===== config.mk =====
export PLATFORM = sky130hd
export DESIGN_NAME = uart_rx_fifo_flat
export DESIGN_NICKNAME = d
export VERILOG_FILES = /design/src/rtl/uart_pkg.sv /design/src/rtl/uart_rx_fifo_if.sv /design/src/rtl/uart_fifo_ram.sv /design/src/rtl/uart_rx_fifo.sv /design/src/flat_wrapper.sv
export SDC_FILE = /design/constraint.sdc
export NUM_CORES = 1
export LEC_CHECK = 0
export ABC_AREA = 1
export BUFFER_PORTS_ARGS = -buffer_cell sky130_fd_sc_hd__buf_2
export CELL_PAD_IN_SITES_DETAIL_PLACEMENT = 1
export CELL_PAD_IN_SITES_GLOBAL_PLACEMENT = 2
export CORE_UTILIZATION = 43
export DETAILED_ROUTE_END_ITERATION = 7
export PLACE_DENSITY_LB_ADDON = 0.1
export SLEW_MARGIN = 20
export SYNTH_ARGS = -nofsm -noshare
export SYNTH_HDL_FRONTEND = slang
export SYNTH_HIERARCHICAL = 1
export SYNTH_SLANG_ARGS = --single-unit

===== constraint.sdc =====
create_clock -name clk -period 6.4 [get_ports clk]
set_input_delay 0.64 -clock clk [delete_from_list [all_inputs] [get_ports clk]]
set_output_delay 0.64 -clock clk [all_outputs]
set_load 0.05 [all_outputs]

===== src/rtl/uart_pkg.sv =====
`default_nettype none
// +----------------------------------------------------------------------+
// | uart_pkg : shared types and constants for the UART receive FIFO      |
// | Revision : 1.0                                                       |
// +----------------------------------------------------------------------+
package uart_pkg;

    typedef logic [7:0] byte_t;

    typedef enum logic [1:0] {
        IDLE    = 2'd0,
        CAPTURE = 2'd1,
        ACK     = 2'd2,
        GAP     = 2'd3
    } rx_state_t;

    // rx_clr stays low this long so the receiver's edge detector re-arms
    localparam int GAP_CYCLES = 2;

    typedef logic [$clog2(GAP_CYCLES)-1:0] gap_cnt_t;
    localparam gap_cnt_t GAP_LAST = gap_cnt_t'(GAP_CYCLES - 1);

endpackage
`default_nettype wire


===== src/rtl/uart_rx_fifo_if.sv =====
`default_nettype none
// +----------------------------------------------------------------------+
// | uart_rx_fifo_if : receiver handshake and host pop/status bundle      |
// | Revision : 1.0                                                       |
// +----------------------------------------------------------------------+
interface uart_rx_fifo_if
    import uart_pkg::*;
#(
    parameter int DEPTH_LOG2 = 4
) ();

    byte_t               rx_data;
    logic                rx_ready;
    logic                rx_clr;
    logic                rd;
    byte_t               dout;
    logic                empty;
    logic                full;
    logic [DEPTH_LOG2:0] count;
    logic                overrun;
    logic                ovr_clr;
    logic                irq;

    modport slave (
        input  rx_data, rx_ready, rd, ovr_clr,
        output rx_clr, dout, empty, full, count, overrun, irq
    );

    modport master (
        output rx_data, rx_ready, rd, ovr_clr,
        input  rx_clr, dout, empty, full, count, overrun, irq
    );

endinterface
`default_nettype wire


===== src/rtl/uart_fifo_ram.sv =====
`default_nettype none
// +----------------------------------------------------------------------+
// | uart_fifo_ram : 2**DEPTH_LOG2 x 8 storage, sync write, async read    |
// | Revision : 1.0                                                       |
// +----------------------------------------------------------------------+
module uart_fifo_ram
    import uart_pkg::*;
#(
    parameter int DEPTH_LOG2 = 4
) (
    input  wire logic                  clk,
    input  wire logic                  we,
    input  wire logic [DEPTH_LOG2-1:0] waddr,
    input  wire byte_t                 wdata,
    input  wire logic [DEPTH_LOG2-1:0] raddr,
    output byte_t                      rdata
);

    byte_t r_mem [2**DEPTH_LOG2];

    always_ff @(posedge clk) begin
        if (we) begin
            r_mem[waddr] <= wdata;
        end
    end

    assign rdata = r_mem[raddr];

endmodule
`default_nettype wire


===== src/rtl/uart_rx_fifo.sv =====
`default_nettype none
// +----------------------------------------------------------------------+
// | uart_rx_fifo : receiver acknowledge FSM feeding a fall-through FIFO  |
// | Option   : define UART_RX_FIFO_IRQ_EN for the registered level irq   |
// | Revision : 1.0                                                       |
// +----------------------------------------------------------------------+
module uart_rx_fifo
    import uart_pkg::*;
#(
    parameter int DEPTH_LOG2 = 4,
    parameter int IRQ_LEVEL  = 1
) (
    input  wire logic     clk,
    input  wire logic     reset,
    uart_rx_fifo_if.slave bus
);

    localparam int                  c_DEPTH    = 2**DEPTH_LOG2;
    localparam logic [DEPTH_LOG2:0] c_CNT_FULL = (DEPTH_LOG2+1)'(c_DEPTH);
    localparam logic [DEPTH_LOG2:0] c_CNT_ONE  = (DEPTH_LOG2+1)'(1);
    localparam logic [DEPTH_LOG2-1:0] c_PTR_ONE = DEPTH_LOG2'(1);

    rx_state_t             r_state;
    rx_state_t             w_state_next;
    gap_cnt_t              r_gap_cnt;
    gap_cnt_t              w_gap_cnt_next;
    logic                  r_rx_clr;
    logic                  w_push;
    logic                  w_drop;
    logic                  w_pop;
    logic [DEPTH_LOG2-1:0] r_wr_ptr;
    logic [DEPTH_LOG2-1:0] r_rd_ptr;
    logic [DEPTH_LOG2:0]   r_count;
    logic [DEPTH_LOG2:0]   w_count_next;
    logic                  r_empty;
    logic                  r_full;
    logic                  r_overrun;
    byte_t                 w_dout;

    assign w_pop = bus.rd && !r_empty;

    always_ff @(posedge clk or posedge reset) begin
        if (reset) begin
            r_state   <= IDLE;
            r_gap_cnt <= '0;
            r_rx_clr  <= 1'b0;
        end else begin
            r_state   <= w_state_next;
            r_gap_cnt <= w_gap_cnt_next;
            r_rx_clr  <= (w_state_next == ACK);
        end
    end

    // A pop in the capture cycle frees the slot, so a full FIFO still accepts
    always_comb begin
        w_state_next   = r_state;
        w_gap_cnt_next = r_gap_cnt;
        w_push         = 1'b0;
        w_drop         = 1'b0;
        unique case (r_state)
            IDLE: begin
                if (bus.rx_ready) begin
                    w_state_next = CAPTURE;
                end
            end
            CAPTURE: begin
                if (!r_full || w_pop) begin
                    w_push = 1'b1;
                end else begin
                    w_drop = 1'b1;
                end
                w_state_next = ACK;
            end
            ACK: begin
                if (!bus.rx_ready) begin
                    w_state_next   = GAP;
                    w_gap_cnt_next = '0;
                end
            end
            GAP: begin
                if (r_gap_cnt == GAP_LAST) begin
                    w_state_next = IDLE;
                end else begin
                    w_gap_cnt_next = r_gap_cnt + gap_cnt_t'(1);
                end
            end
            default: w_state_next = IDLE;
        endcase
    end

    always_comb begin
        w_count_next = r_count;
        unique case ({w_push, w_pop})
            2'b10:   w_count_next = r_count + c_CNT_ONE;
            2'b01:   w_count_next = r_count - c_CNT_ONE;
            default: w_count_next = r_count;
        endcase
    end

    always_ff @(posedge clk or posedge reset) begin
        if (reset) begin
            r_wr_ptr  <= '0;
            r_rd_ptr  <= '0;
            r_count   <= '0;
            r_empty   <= 1'b1;
            r_full    <= 1'b0;
            r_overrun <= 1'b0;
        end else begin
            if (w_push) begin
                r_wr_ptr <= r_wr_ptr + c_PTR_ONE;
            end
            if (w_pop) begin
                r_rd_ptr <= r_rd_ptr + c_PTR_ONE;
            end
            r_count <= w_count_next;
            r_empty <= (w_count_next == '0);
            r_full  <= (w_count_next == c_CNT_FULL);
            if (w_drop) begin
                r_overrun <= 1'b1;
            end else if (bus.ovr_clr) begin
                r_overrun <= 1'b0;
            end
        end
    end

    uart_fifo_ram #(
        .DEPTH_LOG2 (DEPTH_LOG2)
    ) u_ram (
        .clk   (clk),
        .we    (w_push),
        .waddr (r_wr_ptr),
        .wdata (bus.rx_data),
        .raddr (r_rd_ptr),
        .rdata (w_dout)
    );

`ifdef UART_RX_FIFO_IRQ_EN
    localparam logic [DEPTH_LOG2:0] c_IRQ_LEVEL = (DEPTH_LOG2+1)'(IRQ_LEVEL);
    logic r_irq;

    always_ff @(posedge clk or posedge reset) begin
        if (reset) begin
            r_irq <= 1'b0;
        end else begin
            r_irq <= (r_count >= c_IRQ_LEVEL) | r_overrun;
        end
    end

    assign bus.irq = r_irq;
`else
    assign bus.irq = 1'b0;
`endif

    assign bus.rx_clr  = r_rx_clr;
    assign bus.dout    = w_dout;
    assign bus.empty   = r_empty;
    assign bus.full    = r_full;
    assign bus.count   = r_count;
    assign bus.overrun = r_overrun;

endmodule
`default_nettype wire


===== src/flat_wrapper.sv =====
// flat-port wrapper written by rule: the top's interface ports become plain ports
module uart_rx_fifo_flat import uart_pkg::*;
#(
    parameter int DEPTH_LOG2 = 4,
    parameter int IRQ_LEVEL  = 1
)
  (clk, reset, bus_rx_data, bus_rx_ready, bus_rd, bus_ovr_clr, bus_rx_clr, bus_dout, bus_empty, bus_full, bus_count, bus_overrun, bus_irq);
  uart_rx_fifo_if #(.DEPTH_LOG2(DEPTH_LOG2)) bus_i ();
  input  wire logic clk;
  input  wire logic reset;
  input wire logic [$bits(bus_i.rx_data)-1:0] bus_rx_data;
  input wire logic [$bits(bus_i.rx_ready)-1:0] bus_rx_ready;
  input wire logic [$bits(bus_i.rd)-1:0] bus_rd;
  input wire logic [$bits(bus_i.ovr_clr)-1:0] bus_ovr_clr;
  output wire logic [$bits(bus_i.rx_clr)-1:0] bus_rx_clr;
  output wire logic [$bits(bus_i.dout)-1:0] bus_dout;
  output wire logic [$bits(bus_i.empty)-1:0] bus_empty;
  output wire logic [$bits(bus_i.full)-1:0] bus_full;
  output wire logic [$bits(bus_i.count)-1:0] bus_count;
  output wire logic [$bits(bus_i.overrun)-1:0] bus_overrun;
  output wire logic [$bits(bus_i.irq)-1:0] bus_irq;
  assign bus_i.rx_data = bus_rx_data;
  assign bus_i.rx_ready = bus_rx_ready;
  assign bus_i.rd = bus_rd;
  assign bus_i.ovr_clr = bus_ovr_clr;
  assign bus_rx_clr = bus_i.rx_clr;
  assign bus_dout = bus_i.dout;
  assign bus_empty = bus_i.empty;
  assign bus_full = bus_i.full;
  assign bus_count = bus_i.count;
  assign bus_overrun = bus_i.overrun;
  assign bus_irq = bus_i.irq;
  uart_rx_fifo #(.DEPTH_LOG2(DEPTH_LOG2), .IRQ_LEVEL(IRQ_LEVEL)) u_core (.clk(clk), .reset(reset), .bus(bus_i));
endmodule

==> metrics, run 1 <==
Worst EP required=5760 ps; htree depth=4; Synth Cell Area=6654 um2; RSZ-0062 raised after global routing=no; via count=4516; setup bufs post-CTS=0; status=finished, final reports clean; layout cell share with drive strength beyond 1=0.1160; worst vdd ir=0.2521 mV; Reg2Reg Setup Slack=3890 ps; DR pass1 iterations=4; cells after synthesis=667; FMAX=332.1 MHz; final setup fails=0; YS warnings=6; Tmin final=3011 ps; Yosys top cell by area=edfxtp_1; largest net degree at the start of global routing=68; RR Endpoint=u_core/bus.full; worst clock skew=9.173 ps; Via density=5.046; Worst Path Class, Setup=reg -> out; CP startpoint kind=flop; period utilisation layout=0.4704; IO buf count=29; Post-synth EDFFs=128; Final Max Tran Viols=0; Max-slew headroom=0.3300; # diodes=0; Die Y=126.4 um; cts repair resizes=0; CP Capture Point=bus_dout[4]; TritonCTS buffer count=17; antenna viol nets, final=0; critical path arrival=2370 ps; total grt overflow=0; CTS tree=done; CP max stage delay=570 ps; clk root buf=clkbuf_16; fin nets=712; slowest stage cell, crit path=buf_4; Critical Path, Cell by Cell=inv_2 > buf_4 > nand2_1 > nand2_1 > nand2_1 > nand3_1 > nand3_1 > nand2_1 > buf_2; initial antenna violation count=0; die width=126.4 um; Core ar.=15150 um2; Worst Setup SP=u_core/r_rd_ptr[0]; Global Route Usage Sum=0.2298; Syn Area/Cell=9.976 um2; Routed WL per cell=18.65 um; final setup TNS=0 ps; FFs w/ async S/R, synth=0.1351; CP most frequent cell=nand2_1; Reg clk slew, reported paths=60 ps; placed cell area=6892 um2; Max-Cap Viols=0; most common cell after layout, fill and taps aside=nand2_1; worst skew pair latency=420 ps; Final Cell Area=7498 um2; area delta synth->final=12.69%; worst reg2reg startpoint=u_core/bus.empty; worst min-delay path class=in -> async; number of fill cells in the layout=1690; Max clock buf depth=2; global-route wire length before repair=26.71 mm; Primary FF master, synth=edfxtp_1; Net Count, Synth=685; initial core utilization=0.4393; Reg2Reg Depth=15; Placer Congestion=0.7546; DRC violations left=0; Detailed Route WL=16.69 mm; most frequent cells in the layout=nand2_1, edfxtp_1, inv_1, nand3_1, buf_2; Synth area leaders=edfxtp_1, nand2_1, nand3_1; Yosys top cell area share=0.5777; P_leak=3.333 nW; post-synthesis cell type count=27; vias in the first global route=4911; Site Rows=45; synthesis-stage register bit count=148; crit end category=output port; Die Area=15980 um2; final hold viol count=0; Ports=31; hpwl dp=10.37 mm; drt first-iter violations=227; Slew @ Worst Pin=1001 ps; clk sinks=148; CTS Hold Bufs=0; Max FO, Critical Path=64; post-synthesis sequential area ratio=0.6531; pwr dens=480.8 nW/um2
==> synth_stat cells (2+ instances only) <==
library cell and instances:
buf_2 13, buf_4 5, buf_6 6, dfrtp_1 19, edfxtp_1 128, ha_1 5, inv_1 117, inv_2 6
nand2_1 204, nand2_2 6, nand3_1 106, nand3b_1 2, nand4_1 4, nor2_1 25, nor2_4 2, o21ai_0 3
xnor2_1 6
==> how the worst min path moves through the flow <==
stage          depth (start not counted)                  to  slack, ps        startpoint
5_1_grt                                2  u_core/bus.overrun        380       bus_ovr_clr
6_report                               2    u_core/r_gap_cnt        340             reset
3_5_place_dp                           1   u_core/r_state[1]        450  u_core/r_gap_cnt
3_3_place_gp                           1   u_core/r_state[1]        450  u_core/r_gap_cnt
4_1_cts                                2    u_core/r_gap_cnt        360             reset
2_1_floorplan                          1   u_core/r_state[1]        420  u_core/r_gap_cnt
==> layout make-up <==
cell class                      instances  area, um2  area share
Sequential cell                       148       4347      0.5797
Multi-Input combinational cell        371       1673      0.2231
Clock buffer                           26      573.1     0.07642
Inverter                              123      461.7     0.06157
Tap cell                              188      235.2     0.03137
Timing Repair Buffer                   33      175.2     0.02336
Clock inverter                          6      33.78    0.004505
==> critical path, delay by kind of cell (launching register included) <==
family	cells	cell delay, ps
flops	1	400
buf+inv	3	880
simple gates	6	640
==> metal layers <==
metal / wire, um / vias to the layer above / part of all wire / global-route usage
li1: - / 2185 / - / -
met1: 7092 / 2237 / 0.42 / 0.2762
met2: 8699 / 72 / 0.52 / 0.3936
met3: 592 / 22 / 0.035 / 0.04892
met4: 310 / 0 / 0.019 / 0.1120
met5: 0 / - / 0 / 0
==> metrics by stage <==
stage | util | worst slack (ps) | power [mW] | cells | hold WS [ps]
after floorplan | - | 3909 | 2.297 | 667 | 424.3
after global placement | 0.4550 | 3643 | 2.631 | 863 | 451.1
after detailed placement | 0.4550 | 3508 | 2.661 | 863 | 453.9
after CTS | 0.4951 | 3338 | 3.657 | 895 | 359.2
after global routing | 0.4951 | 3216 | 3.826 | 895 | 377.7
final | 0.4951 | 3389 | 3.605 | 895 | 342.0
==> cells by family (layout without fill, tap and decap cells) <==
logic type                 count (synthesis)  count (layout)  share of synthesized area
buffers and inverters                    148             188                    0.09552
AOI/OAI and AO/OA                          7               7                   0.006392
other                                      1               1                  0.0005636
DFF                                      148             148                     0.6531
and+or+nand+nor                          351             351                     0.2258
adders and majority gates                  5               5                   0.009402
xor gates and xnor gates                   7               7                   0.009214
==> sequential cells by signal, summed over array words and instances (netlist names) <==
name / flops
u_core/bus.count: 5
u_core/bus.empty: 1
u_core/bus.full: 1
u_core/bus.overrun: 1
u_core/bus.rx_clr: 1
u_core/r_gap_cnt: 1
u_core/r_rd_ptr: 4
u_core/r_state: 2
u_core/r_wr_ptr: 4
u_core/u_ram/r_mem: 128
==> power by group <==
group | internal, mW | switching, mW | total [mW]
registers | 1.14 | 0.0795 | 1.22
logic | 0.355 | 1.04 | 1.40
clock network | 0.615 | 0.372 | 0.987
total | 2.11 | 1.49 | 3.61
No activity file was read; power rests on OpenSTA's default activity.
==> run 2: changes to the inputs <==
--- a/config.mk
+++ b/config.mk
@@ -9,7 +9,7 @@
 export BUFFER_PORTS_ARGS = -buffer_cell sky130_fd_sc_hd__buf_2
 export CELL_PAD_IN_SITES_DETAIL_PLACEMENT = 1
 export CELL_PAD_IN_SITES_GLOBAL_PLACEMENT = 2
-export CORE_UTILIZATION = 43
+export CORE_UTILIZATION = 36
 export DETAILED_ROUTE_END_ITERATION = 7
 export PLACE_DENSITY_LB_ADDON = 0.1
 export SLEW_MARGIN = 20
==> constraint.sdc (replaced) <==
create_clock -name clk -period 2.5 [get_ports clk]
set_input_delay 0.25 -clock clk [delete_from_list [all_inputs] [get_ports clk]]
set_output_delay 0.25 -clock clk [all_outputs]
set_load 0.05 [all_outputs]
==> run 2 against run 1 <==
Against the previous run: sequential share of layout area decreased by 1.5 points; power increased to 2.5 times the previous value; combinational power rose to 2.7 times the previous value; critical path depth did not move; first-iteration DRC count decreased by 26%; critical endpoint is now bus_dout[2].
==> metrics, run 2 (synthesis gave the netlist of run 1 again) <==
status=finished, final reports clean; hold slack=29.27 ps; Reg2Reg Setup Slack=230 ps; critical path arrival=2120 ps; vias in the first global route=4775; die width=138.0 um; DRC violations left=0; max reg flops=128; Reg2Reg Depth=15; hpwl dp=11.29 mm; final setup fails=0; DR pass1 iterations=4; Max-Cap Viols=0; total grt overflow=0; hold wc startpoint=bus_ovr_clr; pwr dens=1176 nW/um2; initial antenna violation count=0; Die Y=138.0 um; WHS Path Cells=2; most common cell after layout, fill and taps aside=nand2_1; post-layout util=0.4270; CTS tree=done; RSZ-0062 raised after global routing=no; # diodes=0; Site Rows=49; worst vdd ir=0.8314 mV; Tmin final=2366 ps; Core ar.=18020 um2; Via density=4.801; Finished Layout Cells=965; FMAX=422.6 MHz; antenna viol nets, final=0; Detailed Route WL=17.03 mm; Top reg by flops=u_core/u_ram/r_mem; Routed WL per cell=17.65 um; worst hold path endpoint=u_core/bus.overrun; clk root buf=clkbuf_16; via count=4633; Final Max Tran Viols=0; Global Route Usage Sum=0.1936; Ports=31; IO buf count=29; clk sinks=148; Die Area=19030 um2; Slew @ Worst Pin=775.4 ps; Max-slew headroom=0.4825; htree depth=4; fin nets=742; final hold viol count=0; CP startpoint kind=flop; worst min-delay path class=in -> reg; area delta synth->final=15.68%; final setup TNS=0 ps; Worst EP required=2250 ps; Reg clk slew, reported paths=60 ps; Worst Path Class, Setup=reg -> out; drt first-iter violations=169; layout cell share with drive strength beyond 1=0.1399; initial core utilization=0.3692; RR Endpoint=u_core/bus.full; worst clock skew=5.565 ps; P_leak=3.435 nW; period utilisation layout=0.9465; largest net degree at the start of global routing=33; Placer Congestion=0.7640; crit end category=output port; worst reg2reg startpoint=u_core/bus.empty; Max FO, Critical Path=32; worst skew pair latency=430 ps; Placed Cells=931; most frequent cells in the layout=nand2_1, edfxtp_1, inv_1, nand3_1, buf_4; Max clock buf depth=2; global-route wire length before repair=26.39 mm; TritonCTS buffer count=17
==> run 2: cell types whose count changed in the layout (fill, tap and decap cells not counted), moves of 2 or more <==
cell | before | now
buf_4 | 4 | 30
clkbuf_1 | 1 | 7
clkbuf_8 | 5 | 0
buf_12 | 0 | 3
clkbuf_16 | 20 | 17
clkinv_1 | 0 | 2
==> run 2: what timing repair did <==
action                                 CTS  global route
setup buffers                            0             2
hold buffers                             1             0
gates resized for setup                  0             1
setup endpoints to repair                0             3
endpoints found under the hold margin   19             0
==> run 2: metal layers <==
metal | global-route usage | vias up | part of all wire
met5 | 0 | - | 0
met4 | 0.07850 | 0 | 0.019
met3 | 0.03034 | 22 | 0.028
met2 | 0.3378 | 63 | 0.51
met1 | 0.2381 | 2302 | 0.44
li1 | - | 2246 | -
==> run 2: critical path: stages, from the launching register on <==
cell     delay [ps]
dfrtp_2         500
inv_2           140
buf_12          200
nand2_1          80
nand2_1          70
nand2_1          60
nand3_1         110
nand3_1         120
nand2_1         130
buf_2           280
==> run 2: stage by stage <==
stage                     total power, mW  worst slack (ps)  cell area (um2)
after floorplan                     5.879             40.74             6654
after CTS                           9.183             91.74             7680
after detailed placement            6.973             148.8             7183
after global placement              6.902             187.8             7183
after global routing                9.629             3.632             7697
final                               9.049             133.9             7697
==> run 2: cell type report <==
| type | count | area [um2] |
|---|---|---|
| repair buffers | 63 | 440.4 |
| flip-flops and latches | 148 | 4347 |
| fillers | 2085 | 10330 |
| clock inverters | 7 | 35.03 |
| multi-input cells | 371 | 1675 |
| clock buffers | 24 | 451.7 |
| inverters | 123 | 461.7 |
| well taps | 229 | 286.5 |
==> run 2: worst max-delay path by stage <==
stage                     slack [ps]  depth (start not counted)          startpoint         endpoint
after global routing               4                         18    u_core/bus.empty  u_core/bus.full
after detailed placement         150                         15    u_core/bus.empty  u_core/bus.full
after floorplan                   40                         15    u_core/bus.empty  u_core/bus.full
after global placement           190                         17              bus_rd  u_core/bus.full
after CTS                         90                          9  u_core/r_rd_ptr[0]      bus_dout[2]
final                            130                          9  u_core/r_rd_ptr[0]      bus_dout[2]
==> run 2: where the power goes <==
group	total (mW)	internal (mW)	leakage [nW]	switching, mW
clock	2.20	1.25	0.237	0.951
combinational	3.71	1.06	1.81	2.65
sequential	3.14	2.92	1.39	0.219
total	9.05	5.22	3.44	3.82
==> run 3: changes to the inputs <==
--- a/config.mk
+++ b/config.mk
@@ -12,6 +12,8 @@
 export CORE_UTILIZATION = 36
 export DETAILED_ROUTE_END_ITERATION = 7
 export PLACE_DENSITY_LB_ADDON = 0.1
+export RECOVER_POWER = 100
+export SKIP_CTS_REPAIR_TIMING = 1
 export SLEW_MARGIN = 20
 export SYNTH_ARGS = -nofsm -noshare
 export SYNTH_HDL_FRONTEND = slang
==> run 3 against run 2 <==
Against the previous run: the run now ends with hold timing left; combinational power about the same; global-route usage is essentially flat; wire length is essentially flat; die area unchanged; cell area is 1.4% lower; register-to-register slack is essentially flat; clock skew increased by 0.69 ps; power shrank 0.36%; fmax shrank 0.17%; worst setup slack got worse by 4.0 ps; via count is essentially flat; highest routed layer unchanged.
==> metrics, run 3 (synthesis gave the netlist of run 1 again) <==
status=finished, violations left; failing checks=hold timing; period utilisation layout=0.9480; Die Area=19030 um2; vias in the first global route=4763; Site Rows=49; Top reg by flops=u_core/u_ram/r_mem; Global Route Usage Sum=0.1935; Max FO, Critical Path=32; Max-Cap Viols=0; RSZ-0062 raised after global routing=no; clk root buf=clkbuf_16; pwr dens=1188 nW/um2; Routed WL per cell=17.66 um; via count=4635; max reg flops=128; DRC violations left=0; global-route wire length before repair=26.37 mm; Placer Congestion=0.7640; Tmin final=2370 ps; hold slack=-36.65 ps; DR pass1 iterations=4; initial core utilization=0.3692; most common cell after layout, fill and taps aside=nand2_1; hpwl dp=11.29 mm; CP startpoint kind=flop; final setup fails=0; IO buf count=29; crit end category=output port; fin nets=741; FMAX=421.9 MHz; critical path arrival=2120 ps; area delta synth->final=14.05%; htree depth=4; most frequent cells in the layout=nand2_1, edfxtp_1, inv_1, nand3_1, clkbuf_1; worst vdd ir=0.8265 mV; TritonCTS buffer count=17; Final Max Tran Viols=0; Via density=4.808; worst min-delay path class=in -> async; total power=9.017 mW; worst clock skew=6.252 ps; final hold viol count=19; Worst Path Class, Setup=reg -> out; Max clock buf depth=2; Ports=31; drt first-iter violations=147; initial antenna violation count=0; layout cell share with drive strength beyond 1=0.08707; Max-slew headroom=0.4026; P_leak=3.296 nW; total grt overflow=0; Worst EP required=2250 ps; CTS tree=done; Detailed Route WL=17.02 mm; die width=138.0 um; Core ar.=18020 um2; antenna viol nets, final=0; Slew @ Worst Pin=896.2 ps; # diodes=0; Die Y=138.0 um; clk sinks=148; largest net degree at the start of global routing=33; final setup TNS=0 ps; worst skew pair latency=420 ps; Reg clk slew, reported paths=60 ps
[run 3: worst paths after layout]
check	start	to	slack, ps	cells past startpoint
worst min register to register	u_core/r_gap_cnt	u_core/r_state[1]	470	1
worst min-delay path	reset	u_core/bus.rx_clr	-40	2
worst max register to register	u_core/bus.empty	u_core/bus.full	230	15
max in group asynchronous	reset	u_core/r_rd_ptr[0]	2000	2
min in group clk	bus_ovr_clr	u_core/bus.overrun	30	2
worst max-delay path	u_core/r_rd_ptr[0]	bus_dout[2]	130	9
[run 3: per-stage QoR]
stage	instance area, um2	setup WS (ps)	utilization	cells
floorplan	6654	40.74	-	667
global placement	7183	187.8	0.3985	931
detailed placement	7183	148.8	0.3985	931
CTS	7670	91.74	0.4255	962
global route	7589	6.125	0.4210	964
finish	7589	129.9	0.4210	964
[run 3: area by class of cell]
type / count / area (um2)
Sequential cell: 148 / 4347
Fill cell: 2105 / 10440
Timing Repair Buffer: 62 / 334.1
Multi-Input combinational cell: 371 / 1673
Clock buffer: 24 / 451.7
Tap cell: 229 / 286.5
Clock inverter: 7 / 35.03
Inverter: 123 / 461.7
[run 3: critical path, cell delays in order (launching register included)]
cell	delay [ps]
dfrtp_2	500
inv_2	140
buf_12	200
nand2_1	80
nand2_1	70
nand2_1	60
nand3_1	110
nand3_1	120
nand2_1	130
buf_2	280
[run 3: routing by layer]
layer	global-route usage	wire (um)	vias to the layer above
met1	0.2379	7529	2305
met3	0.03034	468	21
li1	-	-	2245
met2	0.3378	8732	64
met5	0	0	-
met4	0.07850	293	0
[run 3: report_power, final]
group | leakage, nW | internal (mW) | switching (mW)
combinational | 1.67 | 1.02 | 2.66
sequential | 1.39 | 2.93 | 0.221
clock | 0.237 | 1.25 | 0.948
